**config.mk**
```make
export PLATFORM = sky130hd
export DESIGN_NAME = bouncing_sprites
export DESIGN_NICKNAME = d
export VERILOG_FILES = /design/src/rtl/bouncing_sprites.sv
export SDC_FILE = /design/constraint.sdc
export NUM_CORES = 1
export LEC_CHECK = 0
export ABC_AREA = 1
export CELL_PAD_IN_SITES_DETAIL_PLACEMENT = 1
export CELL_PAD_IN_SITES_GLOBAL_PLACEMENT = 2
export CORE_ASPECT_RATIO = 1.25
export CORE_UTILIZATION = 37
export DETAILED_ROUTE_END_ITERATION = 7
export PLACE_DENSITY = 0.79
export SYNTH_ARGS = -nofsm -noshare
export SYNTH_HDL_FRONTEND = slang
export SYNTH_SLANG_ARGS = --single-unit
export TNS_END_PERCENT = 10
```
**constraint.sdc**
```tcl
create_clock -name clk -period 3.8 [get_ports clk]
set_clock_uncertainty 0.2 [all_clocks]
set_input_delay 1.14 -clock clk [delete_from_list [all_inputs] [get_ports clk]]
set_output_delay 1.14 -clock clk [all_outputs]
set_load 0.05 [all_outputs]
```
**src/rtl/bouncing_sprites.sv**
```systemverilog
// bouncing_sprites: VGA raster engine drawing NSPRITES bouncing squares with a per-frame collision flag
module bouncing_sprites #(
   parameter int          NSPRITES  = 2,
   parameter int          OUT_BITS  = 6,
   parameter int          SPR_SIZE  = 16,
   parameter logic [95:0] SPR_RGB   = {24'hFFFF00, 24'h0000FF, 24'h00FF00, 24'hFF0000},
   parameter logic [23:0] BG_RGB    = 24'h000040,
   parameter int          H_ACTIVE  = 640,
   parameter int          H_FP      = 16,
   parameter int          H_SYNC    = 96,
   parameter int          H_BP      = 48,
   parameter int          V_ACTIVE  = 480,
   parameter int          V_FP      = 10,
   parameter int          V_SYNC    = 2,
   parameter int          V_BP      = 33,
   parameter bit          HSYNC_POL = 1'b0,
   parameter bit          VSYNC_POL = 1'b0,
   parameter logic [39:0] INIT_X    = {10'd224, 10'd160, 10'd96, 10'd32},
   parameter logic [39:0] INIT_Y    = {10'd160, 10'd112, 10'd64, 10'd16}
) (
   input  logic                clk,
   input  logic                rst_n,
   input  logic                pause,
   output logic [OUT_BITS-1:0] r,
   output logic [OUT_BITS-1:0] g,
   output logic [OUT_BITS-1:0] b,
   output logic                hsync,
   output logic                vsync,
   output logic                frame_start,
   output logic                collide
);
   localparam int         H_TOTAL = H_ACTIVE + H_FP + H_SYNC + H_BP;
   localparam int         V_TOTAL = V_ACTIVE + V_FP + V_SYNC + V_BP;
   localparam logic [9:0] X_MAX   = 10'(H_ACTIVE - SPR_SIZE);
   localparam logic [9:0] Y_MAX   = 10'(V_ACTIVE - SPR_SIZE);

   logic [9:0]          h_q, h_d, v_q, v_d;
   logic [9:0]          x_q [NSPRITES];
   logic [9:0]          x_d [NSPRITES];
   logic [9:0]          y_q [NSPRITES];
   logic [9:0]          y_d [NSPRITES];
   logic [NSPRITES-1:0] dx_q, dx_d, dy_q, dy_d;
   logic                sticky_q, sticky_d;
   logic [OUT_BITS-1:0] r_q, g_q, b_q;
   logic                hs_q, vs_q, fs_q, col_q;
   logic [NSPRITES-1:0] hit;
   logic                active, upd, overlap, hs_on, vs_on;
   logic [23:0]         pix;

   // raster counters: h wraps each line, v advances on h wrap
   always_comb begin
      h_d = (h_q == 10'(H_TOTAL - 1)) ? '0 : h_q + 10'd1;
      v_d = (h_q != 10'(H_TOTAL - 1)) ? v_q : (v_q == 10'(V_TOTAL - 1)) ? '0 : v_q + 10'd1;
      upd = (h_q == '0) && (v_q == 10'(V_ACTIVE));
      active = (h_q < 10'(H_ACTIVE)) && (v_q < 10'(V_ACTIVE));
      hs_on = (h_q >= 10'(H_ACTIVE + H_FP)) && (h_q < 10'(H_ACTIVE + H_FP + H_SYNC));
      vs_on = (v_q >= 10'(V_ACTIVE + V_FP)) && (v_q < 10'(V_ACTIVE + V_FP + V_SYNC));
   end

   // hit test and colour mux; the lowest-index covering sprite wins
   always_comb begin
      hit = '0;
      for (int i = 0; i < NSPRITES; i++)
         hit[i] = (h_q >= x_q[i]) && ({1'b0, h_q} < {1'b0, x_q[i]} + 11'(SPR_SIZE)) &&
                  (v_q >= y_q[i]) && ({1'b0, v_q} < {1'b0, y_q[i]} + 11'(SPR_SIZE));
      pix = BG_RGB;
      for (int i = NSPRITES - 1; i >= 0; i--)
         if (hit[i]) pix = SPR_RGB[24*i +: 24];
      if (!active) pix = '0;
      overlap = active && ((hit & (hit - NSPRITES'(1))) != '0);
      sticky_d = upd ? 1'b0 : sticky_q | overlap;
   end

   // candidate next positions: reverse at an edge, then step one pixel in the new direction
   always_comb begin
      for (int i = 0; i < NSPRITES; i++) begin
         dx_d[i] = (dx_q[i] && x_q[i] == X_MAX) ? 1'b0 : (!dx_q[i] && x_q[i] == '0) ? 1'b1 : dx_q[i];
         dy_d[i] = (dy_q[i] && y_q[i] == Y_MAX) ? 1'b0 : (!dy_q[i] && y_q[i] == '0) ? 1'b1 : dy_q[i];
         x_d[i] = dx_d[i] ? x_q[i] + 10'd1 : x_q[i] - 10'd1;
         y_d[i] = dy_d[i] ? y_q[i] + 10'd1 : y_q[i] - 10'd1;
      end
   end

   // counters, sprite state and sticky overlap bit; motion only on an unpaused update cycle
   always_ff @(posedge clk or negedge rst_n)
      if (!rst_n) begin
         h_q <= '0;
         v_q <= '0;
         sticky_q <= 1'b0;
         for (int i = 0; i < NSPRITES; i++) begin
            x_q[i] <= INIT_X[10*i +: 10];
            y_q[i] <= INIT_Y[10*i +: 10];
            dx_q[i] <= (i % 2 == 0);
            dy_q[i] <= 1'b1;
         end
      end else begin
         h_q <= h_d;
         v_q <= v_d;
         sticky_q <= sticky_d;
         if (upd && !pause) begin
            x_q <= x_d;
            y_q <= y_d;
            dx_q <= dx_d;
            dy_q <= dy_d;
         end
      end

   // registered pin stage: colour MSBs, syncs, frame pulse and last frame's collision
   always_ff @(posedge clk or negedge rst_n)
      if (!rst_n) begin
         r_q <= '0;
         g_q <= '0;
         b_q <= '0;
         hs_q <= ~HSYNC_POL;
         vs_q <= ~VSYNC_POL;
         fs_q <= 1'b0;
         col_q <= 1'b0;
      end else begin
         r_q <= pix[23 -: OUT_BITS];
         g_q <= pix[15 -: OUT_BITS];
         b_q <= pix[7 -: OUT_BITS];
         hs_q <= hs_on ? HSYNC_POL : ~HSYNC_POL;
         vs_q <= vs_on ? VSYNC_POL : ~VSYNC_POL;
         fs_q <= upd;
         if (upd) col_q <= sticky_q;
      end

   assign r = r_q;
   assign g = g_q;
   assign b = b_q;
   assign hsync = hs_q;
   assign vsync = vs_q;
   assign frame_start = fs_q;
   assign collide = col_q;
endmodule

```
==> impl_metrics.csv, run 1 <==
group,metric,value,unit
synthesis,yosysSeqAreaShare,26.1,%
min_path,hp-start,"sticky_q",
grt,grt_overflow,0,
timing,rsz0062_at_grt,"no",
placement,dp.cells,1173,
clocking,clock-sinks,72,
min_path,min_path_type,"reg -> reg",
final_layout,stdcell_count,1189,
critical_path,slowest_delay,0.58,ns
critical_path,critical_path.top_delay_family,"simple AND/OR/NAND/NOR gates",
timing,maxSlewViolCount,0,
critical_path,required,3.83,ns
clocking,post_cts_buffers,0,
clocking,clockBufferDepth,2,
final_layout,drive_above_1_share,4.99,%
synthesis,yosysMostFrequentCell,"nand2_1",
critical_path,critPathLaunchType,"flop",
clocking,cts_tree,"built",
placement,place.port_buffers,19,
synthesis,ys.flop_type,"dfrtp_1",
grt,first_global_vias,6426,
grt,antenna_found_initial,0,
final_layout,syn_to_final_growth,10.1,%
synthesis,synthesis.area,6950,um^2
final_layout,nNetsFinal,1073,
timing,tns,0,ns
timing,timing.final.crit_share,86.7,%
clocking,cts_buffers,9,
clocking,cts-root-buf,"clkbuf_16",
floorplanning,fp.coreArea,18200,um^2
critical_path,slowest_stage,"dfstp_2",
placement,hpwl,14300,um
drt,ant_nets,0,
drt,post-route-drc-count,0,
clocking,cts-hold-fix-buffers,0,
clocking,clkSlewWorstSetupHoldPaths,0.07,ns
clocking,htreeDepth,3,
clocking,insertion_delay,0.35,ns
synthesis,synth_cell_types,43,
synthesis,netlist_instances,940,
synthesis,synth-seq-cells,72,
power,p_per_area,316,nW/um^2
job,maxCapViolations,0,
synthesis,yosys.area.top_type,"dfrtp_1",
final_layout,postLayoutCoreUtil,41.9,%
drt,drt-pass1-iter-count,4,
synthesis,synth_common_cells,"198 x nand2_1, 135 x inv_1, 110 x ha_1",
critical_path,crit_arrival,3.32,ns
synthesis,avgSynthCellArea,7.39,um^2
synthesis,synth_enable_flop_cells,0,
final_layout,fin_area,7650,um^2
floorplanning,chipHeight,155,um
floorplanning,io_pins,25,
timing,finalSetupViolations,0,
placement,placed_area,7310,um^2
critical_path,crit_path_end_kind,"flop",
run_status,status,"completed",
critical_path,critical_path_peak_fanout,11,
final_layout,n_antenna_cell,0,
drt,drt-initial-drc-count,122,
timing,max_freq,304,MHz
critical_path,worst_path_most_repeated_cell,"nand2_1",
critical_path,path_cells,"ha_1 > nand2_1 > nor2_1 > nand4_1 > nand2_1 > inv_1 > fa_1 > inv_1 > nand3_1 > a21oi_1 > nor2_1 > nor2_1 > o21ai_0 > nand2_1 > nand2_1 > nand3_1 > o21ai_0",
floorplanning,fp-row-count,55,
grt,grt_max_degree,73,
timing,period_needed,3.29,ns
floorplanning,die_x,125,um
drt,wire_per_inst,15.2,um
floorplanning,start_util,38.1,%
critical_path,reg2reg_from,"x_q[5]",
critical_path,worst-path-buf-inv,2,
floorplanning,die_area,19300,um^2
grt,grt_pass1_wl,31200,um
timing,hold_viol_final,0,
drt,finalWirelength,18100,um
grt,track_usage,20.0,%
placement,gp_congestion,0.758,
drt,vias,6012,
timing,relSlewSlack,34.1,%
drt,viasPerCell,5.06,
clocking,cts-resized-gates,0,
synthesis,synthArstFlopShare,100,%
synthesis,synth_warnings,0,
synthesis,yosysTopAreaCellShare,22.3,%
synthesis,synth_area_leaders,"dfrtp_1 22%, ha_1 20%, nand2_1 11%",
power,ir_worst_vdd,0.000208,V
critical_path,critPathLaunch,"x_q[5]",
power,p_leak,3.97,nW
critical_path,crit_type,"reg -> reg",
timing,max_slew.worst_pin.slew,0.989,ns
## flip-flops by register name, indices dropped and copies added (netlist names)
| signal | flops |
|---|---|
| sticky_q | 1 |
| v_q | 10 |
| y_q | 20 |
| collide | 1 |
| vsync | 1 |
| b | 1 |
| hsync | 1 |
| r | 1 |
| dy_q | 2 |
| dx_q | 2 |
| h_q | 10 |
| g | 1 |
| x_q | 20 |
| frame_start | 1 |
## layout make-up
type	instances	area [um^2]
Multi-Input combinational cell	712	4460
Clock inverter	4	75.1
Sequential cell	72	1810
Inverter	137	514
Timing Repair Buffer	24	238
Fill cell	2275	10600
Tap cell	228	285
Clock buffer	12	267
## placed cells by master, fill, tap and decap left out, types with 8 or more instances in the layout
master | netlist | final
nand4_1 | 15 | 15
nand2_1 | 198 | 198
o21ai_1 | 8 | 8
a21o_1 | 8 | 8
dfrtp_1 | 62 | 62
ha_1 | 110 | 110
nor2_1 | 82 | 82
nor3_1 | 23 | 23
a21oi_1 | 56 | 56
o21ai_0 | 30 | 30
xnor2_1 | 15 | 15
clkdlybuf4s50_1 | 0 | 18
o21a_1 | 8 | 8
nand3_1 | 68 | 68
dfstp_2 | 10 | 10
inv_1 | 135 | 135
xor2_1 | 32 | 32
clkbuf_16 | 0 | 9
## per-layer routing
| layer | GRT usage [%] | routed length [um] |
|---|---|---|
| met1 | 23.9 | 8360 |
| met2 | 37.3 | 9380 |
| met3 | 1.86 | 135 |
| met4 | 6.54 | 231 |
| met5 | 0 | 0 |
## final timing paths
| check | depth (start not counted) | slack [ns] | end |
|---|---|---|---|
| max | 17 | 0.51 | x_q[8] |
| min | 2 | 0.27 | collide |
| max reg2reg | 17 | 0.51 | x_q[8] |
| min reg2reg | 2 | 0.27 | collide |
| max in group asynchronous | 1 | 2.01 | x_q[0] |
| min in group asynchronous | 1 | 0.70 | x_q[17] |
## where the power goes
group / switching [W] / total, W / internal [W]
logic: 0.000354 / 0.000560 / 0.000207
registers: 0.0000521 / 0.000865 / 0.000813
clock network: 0.000366 / 0.000995 / 0.000629
total: 0.000772 / 0.00242 / 0.00165
## stage by stage
stage	worst slack (ns)	power (W)	hold WS, ns
6_report	0.507	0.00242	0.269
3_5_place_dp	0.533	0.00145	0.268
3_3_place_gp	0.564	0.00143	0.265
2_1_floorplan	0.489	0.00130	0.232
5_1_grt	0.229	0.00257	0.315
4_1_cts	0.479	0.00246	0.283
## tightest hold or removal path: cells and delay by family, from the launching register on
family           cells  cell delay [ns]
AND/OR/NAND/NOR      2             0.11
flip-flops           1             0.34
## cells by family (layout without fill, tap and decap cells)
family | after synthesis | in the layout | synth area share, %
AND/OR/NAND/NOR | 408 | 408 | 25.5
adder cells (fa/ha/maj) | 114 | 114 | 21.0
flip-flops | 72 | 72 | 26.1
XOR/XNOR | 47 | 47 | 5.92
buffers and inverters | 160 | 177 | 9.99
AO/OA/AOI/OAI | 138 | 138 | 11.5
other | 1 | 5 | 0.0540
(Power assumes the default switching activity.)
==> inputs of run 2 (changes only) <==
--- a/config.mk
+++ b/config.mk
@@ -6,6 +6,7 @@
 export NUM_CORES = 1
 export LEC_CHECK = 0
 export ABC_AREA = 1
+export CAP_MARGIN = 40
 export CELL_PAD_IN_SITES_DETAIL_PLACEMENT = 1
 export CELL_PAD_IN_SITES_GLOBAL_PLACEMENT = 2
 export CORE_ASPECT_RATIO = 1.25
==> run 2 against run 1 <==
Cell count about the same. Worst setup slack improved by 0.027 ns. Largest power group unchanged. Clock power up 4%. Sequential share of layout area decreased by 0.13 points. Worst hold slack better by 0.0039 ns. First-iteration DRC count is 38% higher. Critical endpoint unchanged. Critical path depth did not move. Critical path type unchanged. Maximum frequency is 0.83% higher. Register-to-register slack better by 0.03 ns.
==> impl_metrics.csv, run 2 (synthesis gave the netlist of run 1 again) <==
group,metric,value,unit
final_layout,n_antenna_cell,0,
grt,antenna_found_initial,0,
clocking,cts-hold-fix-buffers,0,
placement,place.port_buffers,19,
grt,grt_pass1_wl,31200,um
timing,timing.final.crit_share,85.9,%
final_layout,reg_top3,"x_q (20), y_q (20)",
drt,ant_nets,0,
grt,grt_overflow,0,
critical_path,required,3.82,ns
drt,vias,6054,
clocking,clock-sinks,72,
grt,first_global_vias,6413,
timing,max_freq,306,MHz
timing,hold_viol_final,0,
final_layout,nNetsFinal,1074,
floorplanning,fp-row-count,55,
floorplanning,die_x,125,um
final_layout,final_cell_mix,"198 x nand2_1, 135 x inv_1, 110 x ha_1",
drt,post-route-drc-count,0,
drt,viasPerCell,5.09,
grt,track_usage,20.0,%
placement,hpwl,14500,um
clocking,insertion_delay,0.34,ns
placement,placed_area,7340,um^2
clocking,post_cts_buffers,0,
drt,finalWirelength,18300,um
clocking,cts_buffers,9,
clocking,clockBufferDepth,2,
timing,relSlewSlack,60.2,%
power,p_leak,4.00,nW
critical_path,critical_path_peak_fanout,11,
critical_path,crit_path_end_kind,"flop",
power,ir_worst_vdd,0.000197,V
timing,max_slew.worst_pin.slew,0.597,ns
clocking,cts_tree,"built",
timing,period_needed,3.27,ns
floorplanning,die_area,19300,um^2
floorplanning,fp.coreArea,18200,um^2
clocking,cts-root-buf,"clkbuf_16",
drt,drt-initial-drc-count,168,
power,power.total,0.00246,W
run_status,status,"completed",
clocking,cts-resized-gates,0,
floorplanning,io_pins,25,
clocking,htreeDepth,3,
timing,rsz0062_at_grt,"no",
floorplanning,start_util,38.1,%
timing,finalSetupViolations,0,
drt,wire_per_inst,15.4,um
critical_path,crit_type,"reg -> reg",
final_layout,fin_area,7690,um^2
final_layout,drive_above_1_share,5.09,%
critical_path,crit_arrival,3.29,ns
power,p_per_area,320,nW/um^2
job,maxCapViolations,0,
min_path,min_path_type,"reg -> reg",
timing,maxSlewViolCount,0,
drt,drt-pass1-iter-count,4,
final_layout,mostFrequentLayoutCell,"nand2_1",
grt,grt_max_degree,44,
critical_path,critPathLaunchType,"flop",
placement,gp_congestion,0.758,
timing,holdWs,0.273,ns
final_layout,syn_to_final_growth,10.7,%
timing,tns,0,ns
floorplanning,chipHeight,155,um
clocking,clkSlewWorstSetupHoldPaths,0.06,ns
final_layout,postLayoutCoreUtil,42.2,%
run 2: changes by cell type in the layout (fill, tap and decap cells not counted), sizes merged:
cell,previous run,this run
clkinvlp,2,1
clkbuf,12,11
buf,6,7
bufinv,2,3
clkinv,0,1
run 2: worst paths after layout:
path	end	cells past startpoint	startpoint	slack [ns]
max in group asynchronous	dy_q[1]	2	rst_n	2.23
worst min register to register	collide	2	sticky_q	0.27
min in group asynchronous	x_q[17]	1	rst_n	0.53
worst max-delay path	x_q[8]	17	x_q[5]	0.53
worst max register to register	x_q[8]	17	x_q[5]	0.53
worst min-delay path	collide	2	sticky_q	0.27
run 2: layer usage:
layer	wire length, um	share of wire [%]	vias up	GRT usage, %
met1	8350	46	2891	23.8
met5	0	0	-	0
met3	181	0.99	13	2.17
li1	-	-	3128	-
met2	9610	52	22	37.9
met4	182	0.99	0	5.16
run 2: final cells by class:
| cell class | count | area, um^2 |
|---|---|---|
| clock inverter | 5 | 103 |
| timing repair buffer | 25 | 265 |
| fill | 2284 | 10500 |
| multi-input combinational | 712 | 4460 |
| tap | 228 | 285 |
| inverter | 137 | 514 |
| clock buffer | 11 | 253 |
| sequential | 72 | 1810 |
run 2: per-stage QoR:
stage / std cells / setup slack, ns
2_1_floorplan: 944 / 0.489
3_3_place_gp: 1173 / 0.564
3_5_place_dp: 1174 / 0.551
4_1_cts: 1190 / 0.522
5_1_grt: 1190 / 0.240
6_report: 1190 / 0.534
run 2: worst max-delay path: stages, from the launching register on:
cell	delay (ns)
dfstp_2	0.57
ha_1	0.24
nand2_1	0.09
nor2_1	0.13
nand4_1	0.11
nand2_1	0.36
inv_1	0.10
fa_1	0.43
inv_1	0.07
nand3_1	0.09
a21oi_1	0.22
nor2_1	0.08
nor2_1	0.08
o21ai_0	0.12
nand2_1	0.09
nand2_1	0.04
nand3_1	0.06
o21ai_0	0.07
run 2: where the power goes:
| group | leakage, nW | total, W | internal [W] | switching (W) |
|---|---|---|---|---|
| Combinational | 2.95 | 0.000566 | 0.000210 | 0.000356 |
| Sequential | 0.873 | 0.000866 | 0.000813 | 0.0000528 |
| Clock | 0.172 | 0.00103 | 0.000677 | 0.000354 |
